--- config.mk ---
export PLATFORM = sky130hd
export DESIGN_NAME = ex_stage_muldiv
export DESIGN_NICKNAME = d
export VERILOG_FILES = /design/src/rtl/ex_stage_muldiv.sv
export SDC_FILE = /design/constraint.sdc
export NUM_CORES = 1
export LEC_CHECK = 0
export ABC_AREA = 1
export BUFFER_PORTS_ARGS = -buffer_cell sky130_fd_sc_hd__buf_2
export CORE_ASPECT_RATIO = 0.7
export CORE_MARGIN = 5
export CORE_UTILIZATION = 40
export CTS_CLUSTER_SIZE = 30
export DETAILED_ROUTE_END_ITERATION = 10
export GPL_TIMING_DRIVEN = 0
export PLACE_DENSITY = 0.72
export SYNTH_ARGS = -nofsm -noshare
export SYNTH_HDL_FRONTEND = slang
export SYNTH_SLANG_ARGS = --single-unit
--- constraint.sdc ---
create_clock -name clock -period 3.1 [get_ports clock]
set_input_delay 0.31 -clock clock [delete_from_list [all_inputs] [get_ports clock]]
set_output_delay 0.31 -clock clock [all_outputs]
set_load 0.03 [all_outputs]
--- src/rtl/ex_stage_muldiv.sv ---
// Execute stage: single-cycle ALU, branch/jump targets and an iterative unsigned MUL/DIVU,
// feeding an internal EX/MEM register. oStall freezes ID/EX while a MUL/DIVU is iterating.
module ex_stage_muldiv #(
    parameter int          DATA_W   = 32,
    parameter logic [3:0]  MUL_CODE = 4'b1000,
    parameter logic [3:0]  DIV_CODE = 4'b1001
) (
    input  logic               clock,
    input  logic               reset,
    input  logic [31:0]        iInstr,
    input  logic               iRegWrite,
    input  logic               iMemRead,
    input  logic               iMemWrite,
    input  logic               iMemToReg,
    input  logic               iBranch,
    input  logic               iJump,
    input  logic               iALUSrc,
    input  logic [3:0]         iALUCtrl,
    input  logic [DATA_W-1:0]  iA,
    input  logic [DATA_W-1:0]  iB,
    input  logic [DATA_W-1:0]  ioutSignEXT,
    input  logic [DATA_W-1:0]  iNPC1,
    input  logic [4:0]         iwriteRegWire,
    output logic               oStall,
    output logic               oRegWrite,
    output logic               oMemRead,
    output logic               oMemWrite,
    output logic               oMemToReg,
    output logic [DATA_W-1:0]  oALUOut,
    output logic               oZero,
    output logic [DATA_W-1:0]  oStoreData,
    output logic               oBranchTaken,
    output logic [DATA_W-1:0]  oBranchTarget,
    output logic               oJump,
    output logic [DATA_W-1:0]  oJumpTarget,
    output logic [4:0]         owriteRegWire
);

    localparam int                CNT_W    = $clog2(DATA_W);
    localparam logic [CNT_W-1:0]  LAST_CNT = CNT_W'(DATA_W - 1);

    typedef enum logic [1:0] {
        IDLE = 2'd0,
        BUSY = 2'd1,
        DONE = 2'd2
    } state_t;

    state_t             state_r;
    state_t             stateNext_s;
    logic [CNT_W-1:0]   cnt_r;
    logic [DATA_W-1:0]  opA_r;
    logic [DATA_W-1:0]  opB_r;
    logic [DATA_W-1:0]  acc_r;
    logic               isDiv_r;

    logic [DATA_W-1:0]  opB_s;
    logic [DATA_W-1:0]  aluRes_s;
    logic [DATA_W-1:0]  exRes_s;
    logic               isMulDiv_s;
    logic               stall_s;
    logic               zero_s;
    logic [DATA_W:0]    remShift_s;
    logic [DATA_W:0]    remSub_s;
    logic               remGe_s;

    // Operand select and single-cycle ALU
    always_comb begin
        opB_s    = '0;
        aluRes_s = '0;
        if (iALUSrc) begin
            opB_s = ioutSignEXT;
        end else begin
            opB_s = iB;
        end
        case (iALUCtrl)
            4'b0000: aluRes_s = iA & opB_s;
            4'b0001: aluRes_s = iA | opB_s;
            4'b0010: aluRes_s = iA + opB_s;
            4'b0110: aluRes_s = iA - opB_s;
            4'b0111: aluRes_s = {{(DATA_W-1){1'b0}}, ($signed(iA) < $signed(opB_s))};
            4'b1100: aluRes_s = ~(iA | opB_s);
            default: aluRes_s = '0;
        endcase
    end

    assign isMulDiv_s = (iALUCtrl == MUL_CODE) || (iALUCtrl == DIV_CODE);

    // Restoring divide step: remainder lives in acc_r, dividend/quotient shifts through opA_r.
    // A zero divisor always "fits", which naturally yields an all-ones quotient.
    assign remShift_s = {acc_r, opA_r[DATA_W-1]};
    assign remSub_s   = remShift_s - {1'b0, opB_r};
    assign remGe_s    = (remShift_s >= {1'b0, opB_r});

    // MUL/DIVU sequencer next-state and stall request
    always_comb begin
        stateNext_s = state_r;
        stall_s     = 1'b0;
        case (state_r)
            IDLE: begin
                if (isMulDiv_s) begin
                    stall_s     = 1'b1;
                    stateNext_s = BUSY;
                end else begin
                    stateNext_s = IDLE;
                end
            end
            BUSY: begin
                stall_s = 1'b1;
                if (cnt_r == LAST_CNT) begin
                    stateNext_s = DONE;
                end else begin
                    stateNext_s = BUSY;
                end
            end
            DONE:    stateNext_s = IDLE;
            default: stateNext_s = IDLE;
        endcase
    end

    assign oStall  = stall_s & ~reset;
    assign exRes_s = (state_r == DONE) ? (isDiv_r ? opA_r : acc_r) : aluRes_s;
    assign zero_s  = (exRes_s == '0);

    // Sequencer state and iterative datapath registers
    always_ff @(posedge clock) begin
        if (reset) begin
            state_r <= IDLE;
            cnt_r   <= '0;
            opA_r   <= '0;
            opB_r   <= '0;
            acc_r   <= '0;
            isDiv_r <= 1'b0;
        end else begin
            state_r <= stateNext_s;
            case (state_r)
                IDLE: begin
                    if (isMulDiv_s) begin
                        opA_r   <= iA;
                        opB_r   <= opB_s;
                        acc_r   <= '0;
                        cnt_r   <= '0;
                        isDiv_r <= (iALUCtrl == DIV_CODE);
                    end
                end
                BUSY: begin
                    cnt_r <= cnt_r + CNT_W'(1);
                    if (isDiv_r) begin
                        opA_r <= {opA_r[DATA_W-2:0], remGe_s};
                        acc_r <= remGe_s ? remSub_s[DATA_W-1:0] : remShift_s[DATA_W-1:0];
                    end else begin
                        if (opB_r[0]) begin
                            acc_r <= acc_r + opA_r;
                        end
                        opA_r <= opA_r << 1;
                        opB_r <= opB_r >> 1;
                    end
                end
                default: ;
            endcase
        end
    end

    // EX/MEM register; a stalled cycle loads a bubble into the control fields
    always_ff @(posedge clock) begin
        if (reset) begin
            oRegWrite     <= 1'b0;
            oMemRead      <= 1'b0;
            oMemWrite     <= 1'b0;
            oMemToReg     <= 1'b0;
            oALUOut       <= '0;
            oZero         <= 1'b0;
            oStoreData    <= '0;
            oBranchTaken  <= 1'b0;
            oBranchTarget <= '0;
            oJump         <= 1'b0;
            oJumpTarget   <= '0;
            owriteRegWire <= 5'd0;
        end else if (oStall) begin
            oRegWrite    <= 1'b0;
            oMemRead     <= 1'b0;
            oMemWrite    <= 1'b0;
            oMemToReg    <= 1'b0;
            oBranchTaken <= 1'b0;
            oJump        <= 1'b0;
        end else begin
            oRegWrite     <= iRegWrite;
            oMemRead      <= iMemRead;
            oMemWrite     <= iMemWrite;
            oMemToReg     <= iMemToReg;
            oALUOut       <= exRes_s;
            oZero         <= zero_s;
            oStoreData    <= iB;
            oBranchTaken  <= iBranch & zero_s;
            oBranchTarget <= iNPC1 + {ioutSignEXT[DATA_W-3:0], 2'b00};
            oJump         <= iJump;
            oJumpTarget   <= {iNPC1[31:28], iInstr[25:0], 2'b00};
            owriteRegWire <= iwriteRegWire;
        end
    end

endmodule

# Word level (Yosys, flattened, before mapping)
# Cells that the tools add are included.
[op_classes]
add_sub_neg = 6
magnitude_cmp = 2
n_eq_ne = 13
muxes = 22
bitwise_logic = 6
n_reduce_logical = 10
[op_table]
columns = ["operator", "count"]
rows = [
  ["$mux 32", 10],
  ["$pmux 32 s2", 3],
  ["$pmux 32 s6", 1],
  ["$add 32x32->32", 3],
  ["$sub 32x32->32", 2],
  ["$ge 33x32->1", 1],
  ["$and 32x32->32", 1],
  ["$logic_not 32->1", 1],
  ["$lt 32x32->1", 1],
  ["$not 32->32", 1],
  ["$or 32x32->32", 1],
  ["$eq 4x4->1 const B", 3],
  ["$pmux 5 s2", 1],
  ["$eq 4x3->1 const B", 2],
  ["$reduce_and 3->1", 2],
  ["$add 5x1->5 const B", 1],
  ["$eq 5x5->1 const B", 1],
  ["$mux 5", 1],
  ["$eq 4x1->1 const B", 1],
  ["$eq 4x2->1 const B", 1],
  ["$logic_not 4->1", 1],
  ["$ne 2x2->1 const B", 2],
  ["$pmux 2 s2", 1],
  ["$reduce_and 2->1", 2],
  ["12 further kinds", 15],
]
[totals]
reg_bits = 242
inputBits = 178
output_inout_bits = 141
wordCells = 77

# Logic depth before layout (Yosys ltp)
[depth]
word_depth = 7
ltp_mapped = 27
depth_no_buf = 26

# Worst setup path before layout
# Ideal clock, no wire load.
[synth_timing]
path_type = "input to register"
startpoint = "input iALUSrc"
endpoint = "register oBranchTaken"
setup_ns = 0.062
arrival_time_ns = 2.947
t_required_ns = 3.038
slack_ns = 0.091
path_stages = 21
n_path_buf = 2
cell_sequence = "clkbuf_1 > clkbuf_1 > nand2_1 > o21ai_0 > inv_1 > ha_1 > fa_1 > or2_2 > nand3_1 > nand3_1 > nor2_1 > nor2_1 > nor2_1 > nand3_1 > nor2_1 > nand3_1 > nor2_1 > nand3_1 > nor2_1 > nand2_1 > nor2_2"
[synth_between]
elab_chain_len = 7
elab_cells_between_ends = 11
classes_between = "2 x add/sub; 1 x order compare; 3 x mux; 4 x bitwise; 1 x reduce/logical"
[synth_rtl]
columns = ["item", "line_no", "rtl"]
rows = [
  ["start, declared", "17", "input logic iALUSrc,"],
  ["$mux 32 (*)", "70", "if (iALUSrc) begin"],
  ["branches (longest 2 deep; another with $sub 32x32->32)", "n/a", ""],
  ["$pmux 32 s6 (*)", "75", "case (iALUCtrl)"],
  ["$mux 32 (*)", "121", "assign exRes_s = (state_r == DONE) ? (isDiv_r ? opA_r : acc_r) : aluRes_s;"],
  ["$logic_not 32->1 (*)", "122", "assign zero_s = (exRes_s == '0);"],
  ["$and 1x1->1 (*)", "193", "oBranchTaken <= iBranch & zero_s;"],
  ["end signal, assigned", "193", ""],
  ["end, declared", "32", "output logic oBranchTaken,"],
]
# Every way passes the cells marked *.
# A chain may end at the register's enable or synchronous reset.

# Final worst setup path
[layout_timing]
startpoint = "register state_r[0]"
endpoint = "register oStoreData[26]"
[layout_between]
elab_chain_len = 3
elab_cells_between_ends = 4
classes_between = "1 x eq/ne; 1 x mux; 1 x bitwise; 1 x reduce/logical"
[layout_rtl]
columns = ["item", "line_no", "rtl"]
rows = [
  ["start, declared", "48", "state_t state_r;"],
  ["start signal, assigned", "134", "state_r <= stateNext_s;"],
  ["$eq 2x1->1 / $logic_not 2->1 (equally long branches)", "98", "case (state_r)"],
  ["$pmux 1 s2 (*)", "98", ""],
  ["$and 1x1->1 (*)", "120", "assign oStall = stall_s & ~reset;"],
  ["end signal, assigned", "192", "oStoreData <= iB;"],
  ["end, declared", "31", "output logic [DATA_W-1:0] oStoreData,"],
]
# Mark *: on every way between the ends. The rest lies on a longest branch, timed or not.

==> results <==
- The top layer reached by signal wires is met5.
- Counting instances, the worst hold path has a depth of 2.
- The flip-flop and latch count after synthesis is 242.
- By instance count, the leading cell after synthesis is sky130_fd_sc_hd__nand2_1.
- The synthesis-to-finish area growth is 23.5%.
- After layout, the worst setup slack is -20.0 ps.
- The startpoint of the tightest hold check path is iB[13].
- In this run, synthesis inferred 0 flip-flops with an integrated enable.
- The worst-case headroom to the max-slew limit is 33.9%.
- The path with the worst hold slack has its endpoint at oStoreData[13].
- The worst hold path belongs to the class input port to flip-flop.
- In this run the critical register-to-register path is launched from state_r[0].
- In this run the critical register-to-register path is captured at oStoreData[26].
- The die is 206 um tall.
- The register area is 4850 um^2.
- The cell area reported after detailed placement is 24300 um^2.
- The number of fill cells is 5630.
- The insertion delay of the later-clocked pin in the worst-skew pair is 610 ps.
- The detailed placement HPWL is 91.2 mm.
- The finished cells cover 27000 um^2.
- The fraction of final layout cells with drive strength greater than 1 is 16.0%.
- The number of antenna diodes in the final layout is 0.
- The routed via count is 26700.
- The worst hold slack is 13.9 ps.
- The via count of the first global-routing pass is 23900.
- After synthesis, the largest area contributor takes up 22.2% of total cell area.
- The fraction of registers with async set/reset is 0%.
- Wires add up to 110 mm.
- The worst setup path is of the flip-flop to flip-flop kind.
- In this run the remaining antenna-violating nets after routing total 0.
- The run finished, with violations left.
- The pre-CTS worst setup slack is -1950 ps.
- Summing every instance area after synthesis gives 21900 um^2.
- The remaining design rule violation count is 0.
- The sum of met3 wire segment lengths after detailed routing is 15.6 mm.
- The number of distinct library cell variants in the gate-level netlist after synthesis is 60.
- The final reports fail on negative setup slack.
- The element type at the critical path start is a flip-flop.
- The share of the core filled with cells is 50.1%.
- For this design the top-level I/O count stands at 319.
- The area taken by multi-input logic gates is 15200 um^2.
- The routed length on met1 is 49.6 mm.
- TritonCTS created 27 clock buffers.
- The final hold violation count is 0.
- Sequential cells were found to cover 22.2% of the synthesized design area.
- The root buffer selected by CTS is sky130_fd_sc_hd__clkbuf_16.
- The width of the die is 289 um.
- Setup violations remaining at the end of the flow were counted as 10.
- The worst-case clock buffer depth is 3.
- The floorplan has 71 rows.
- The worst path in the final design needs a cycle of 3120 ps, including I/O delays and setup.
- Once the floorplan was initialized, standard cells occupied 40.6% of the core.
- The achievable frequency is 321 MHz.
- The cell count after synthesis is 3528.
- The die footprint is 59500 um^2.
- The most common flop cell mapped by yosys is sky130_fd_sc_hd__dfxtp_1.
- The first-pass GRT wire length is 157 mm.
- The worst setup path is captured at a flip-flop.
- In this run the power density over the cells is 437 nW/um^2.
- The total of buffers placed on input and output ports is 308.
- In the detailed route, the total length drawn on met2 is 41.6 mm.
- After the last flow step, the layout net total stands at 4330.
- The routability-driven placement congestion ratio is 1.05.
- Data on the critical path is required at its endpoint by 3640 ps.
- Using the TritonRoute via totals, the vias-per-cell ratio works out to 5.68.
- The violation count after the first detailed-routing iteration is 3856.
- The global-route congestion overflow total is 0.
- Dividing the synthesized area by the synthesized cell count gives 6.20 um^2.
- The total clock sinks is 242.
- For the pin with the worst max-slew slack, the measured transition is 991 ps.
- Setup slack on the worst reg-to-reg path comes out at -20 ps.
- The maximum net fanout on the critical path is 10.
- For the final database, setup skew stands at 36.2 ps.
- The count of cells along the worst register-to-register path is 7.
- The clock-pin slew on the worst setup and hold paths is 70 ps.
- The count of H-tree levels built during CTS is 1.
- Sorting the synthesized cells by area gives the leading types as sky130_fd_sc_hd__dfxtp_1 22%, sky130_fd_sc_hd__nand2_1 16%, sky130_fd_sc_hd__ha_1 11%, sky130_fd_sc_hd__inv_1 8.4%, sky130_fd_sc_hd__o21ai_0 6.2%.
- The region available for standard cell placement spans 53900 um^2.
- Across the run, the number of max-cap violations was 0.
- For the worst setup path, the data arrival time is 3660 ps.
- The pin count of the biggest net entering global routing is 15.
- In the final routed layout, each cell accounts on average for 23.5 um.
- The TritonCTS clock tree is done.
- The Yosys step of the flow raised 0 warnings.
- The initial antenna violation count is 4.
- IR analysis of the VDD net gives a maximum drop of 446 uV.
- The final clock period utilization by the worst path is 101%.
- Summed over all failing endpoints, the final setup total negative slack is -93.3 ps.
- The analysis attributes to cell leakage a power of 13.5 nW.
- The largest total area in the synthesized netlist belongs to sky130_fd_sc_hd__dfxtp_1.
- The number of slew-limit violations in the final report is 0.
- The first detailed-routing pass took 6 iterations.
- Counting instances in the post-synthesis netlist gives the leading cell types as 918 x sky130_fd_sc_hd__nand2_1, 490 x sky130_fd_sc_hd__inv_1, 278 x sky130_fd_sc_hd__nor2_1.
- In the global route stage, overall resource usage came out at 35.4%.
## where the power goes
| group | total [mW] | switching [mW] | internal [mW] |
|---|---|---|---|
| logic | 4.50 | 3.13 | 1.38 |
| registers | 3.55 | 0.195 | 3.35 |
| clock network | 3.76 | 1.54 | 2.22 |
| total | 11.8 | 4.86 | 6.95 |
## metrics by stage
step	power, mW	cells
3_5_place_dp	7.62	4568
6_report	11.8	4704
4_1_cts	11.5	4687
5_1_grt	12.2	4704
2_1_floorplan	6.13	3529
3_3_place_gp	7.62	4567
## worst max-delay path by stage
stage | from | cells past startpoint | slack, ps | end
floorplan | iALUSrc | 21 | 90 | oBranchTaken
global placement | iALUSrc | 21 | -2070 | oBranchTaken
detailed placement | iALUSrc | 26 | -1950 | oBranchTaken
CTS | opA_r[31] | 17 | 0.8 | acc_r[20]
global route | iALUSrc | 22 | -30 | oBranchTaken
finish | state_r[0] | 7 | -20 | oStoreData[26]
## state kept, by name (all words and copies together) (netlist names)
signal and cells:
oALUOut 32, cnt_r 5, oStoreData 32, state_r 2
opB_r 32, opA_r 32, oJumpTarget 30, oMemWrite 1
oBranchTarget 32, oMemRead 1, isDiv_r 1, acc_r 32
oZero 1, oBranchTaken 1, owriteRegWire 5, oMemToReg 1
oRegWrite 1, oJump 1
## layout make-up
class | instances | share of cell area (%)
clock inverter | 15 | 0.885
timing repair buffer | 395 | 8.78
multi-input combinational | 2639 | 56.2
tap | 730 | 3.38
inverter | 511 | 7.12
sequential | 242 | 17.9
buffer | 137 | 2.75
clock buffer | 35 | 2.91
## critical path: stages (launching register included)
cell	delay (ps)
sky130_fd_sc_hd__dfxtp_1	450
sky130_fd_sc_hd__inv_1	130
sky130_fd_sc_hd__nand3_2	250
sky130_fd_sc_hd__nand2_4	200
sky130_fd_sc_hd__nor2_2	600
sky130_fd_sc_hd__clkbuf_2	620
sky130_fd_sc_hd__clkbuf_2	550
sky130_fd_sc_hd__a22o_1	250
## what timing repair did
item	4_1_cts	5_1_grt
pin swaps	6	24
setup endpoints to repair	138	47
hold endpoints to repair	63	0
gates cloned	0	1
buffers inserted	6	16
resized for setup	147	100
hold buffers	63	0
## metal layers
metal	global-route usage, %	vias up
li1	-	12500
met1	53.3	12400
met2	48.3	1691
met3	10.6	183
met4	9.20	2
met5	0	-
## layout by cell type, fill, tap and decap left out, types with 9 or more instances in the layout
master                            n
sky130_fd_sc_hd__a21o_1          23
sky130_fd_sc_hd__a21oi_1        249
sky130_fd_sc_hd__a221oi_1        29
sky130_fd_sc_hd__a22o_1          90
sky130_fd_sc_hd__a31oi_1         62
sky130_fd_sc_hd__buf_2          334
sky130_fd_sc_hd__buf_4           37
sky130_fd_sc_hd__buf_6            9
sky130_fd_sc_hd__clkbuf_1        72
sky130_fd_sc_hd__clkbuf_16       28
sky130_fd_sc_hd__clkbuf_8        10
sky130_fd_sc_hd__dfxtp_1        241
sky130_fd_sc_hd__dlygate4sd3_1   63
sky130_fd_sc_hd__ha_1           183
sky130_fd_sc_hd__inv_1          484
sky130_fd_sc_hd__inv_2           23
sky130_fd_sc_hd__nand2_1        897
sky130_fd_sc_hd__nand2_2         27
sky130_fd_sc_hd__nand3_1        231
sky130_fd_sc_hd__nand3_2         14
sky130_fd_sc_hd__nand4_1         34
sky130_fd_sc_hd__nor2_1         256
sky130_fd_sc_hd__nor2_2          31
sky130_fd_sc_hd__nor2_4          13
sky130_fd_sc_hd__nor3_1          18
sky130_fd_sc_hd__o211ai_1        16
sky130_fd_sc_hd__o21ai_0        231
sky130_fd_sc_hd__o21ai_1         22
sky130_fd_sc_hd__o21ai_4         24
sky130_fd_sc_hd__o21bai_1        21
sky130_fd_sc_hd__or2_2            9
sky130_fd_sc_hd__xnor2_1         28
sky130_fd_sc_hd__xor2_1          22
## cells by family (layout without fill, tap and decap cells)
group	count (synthesis)	in the layout	share of synthesized area, %
flip-flops	242	242	22.2
AO/OA/AOI/OAI	824	824	22.6
XOR/XNOR	50	50	2.00
other	1	2	0.0171
AND/OR/NAND/NOR	1564	1564	29.9
adder cells (fa/ha/maj)	199	199	11.6
buffers and inverters	648	1093	11.7
Power figures use the tool's default switching activity.
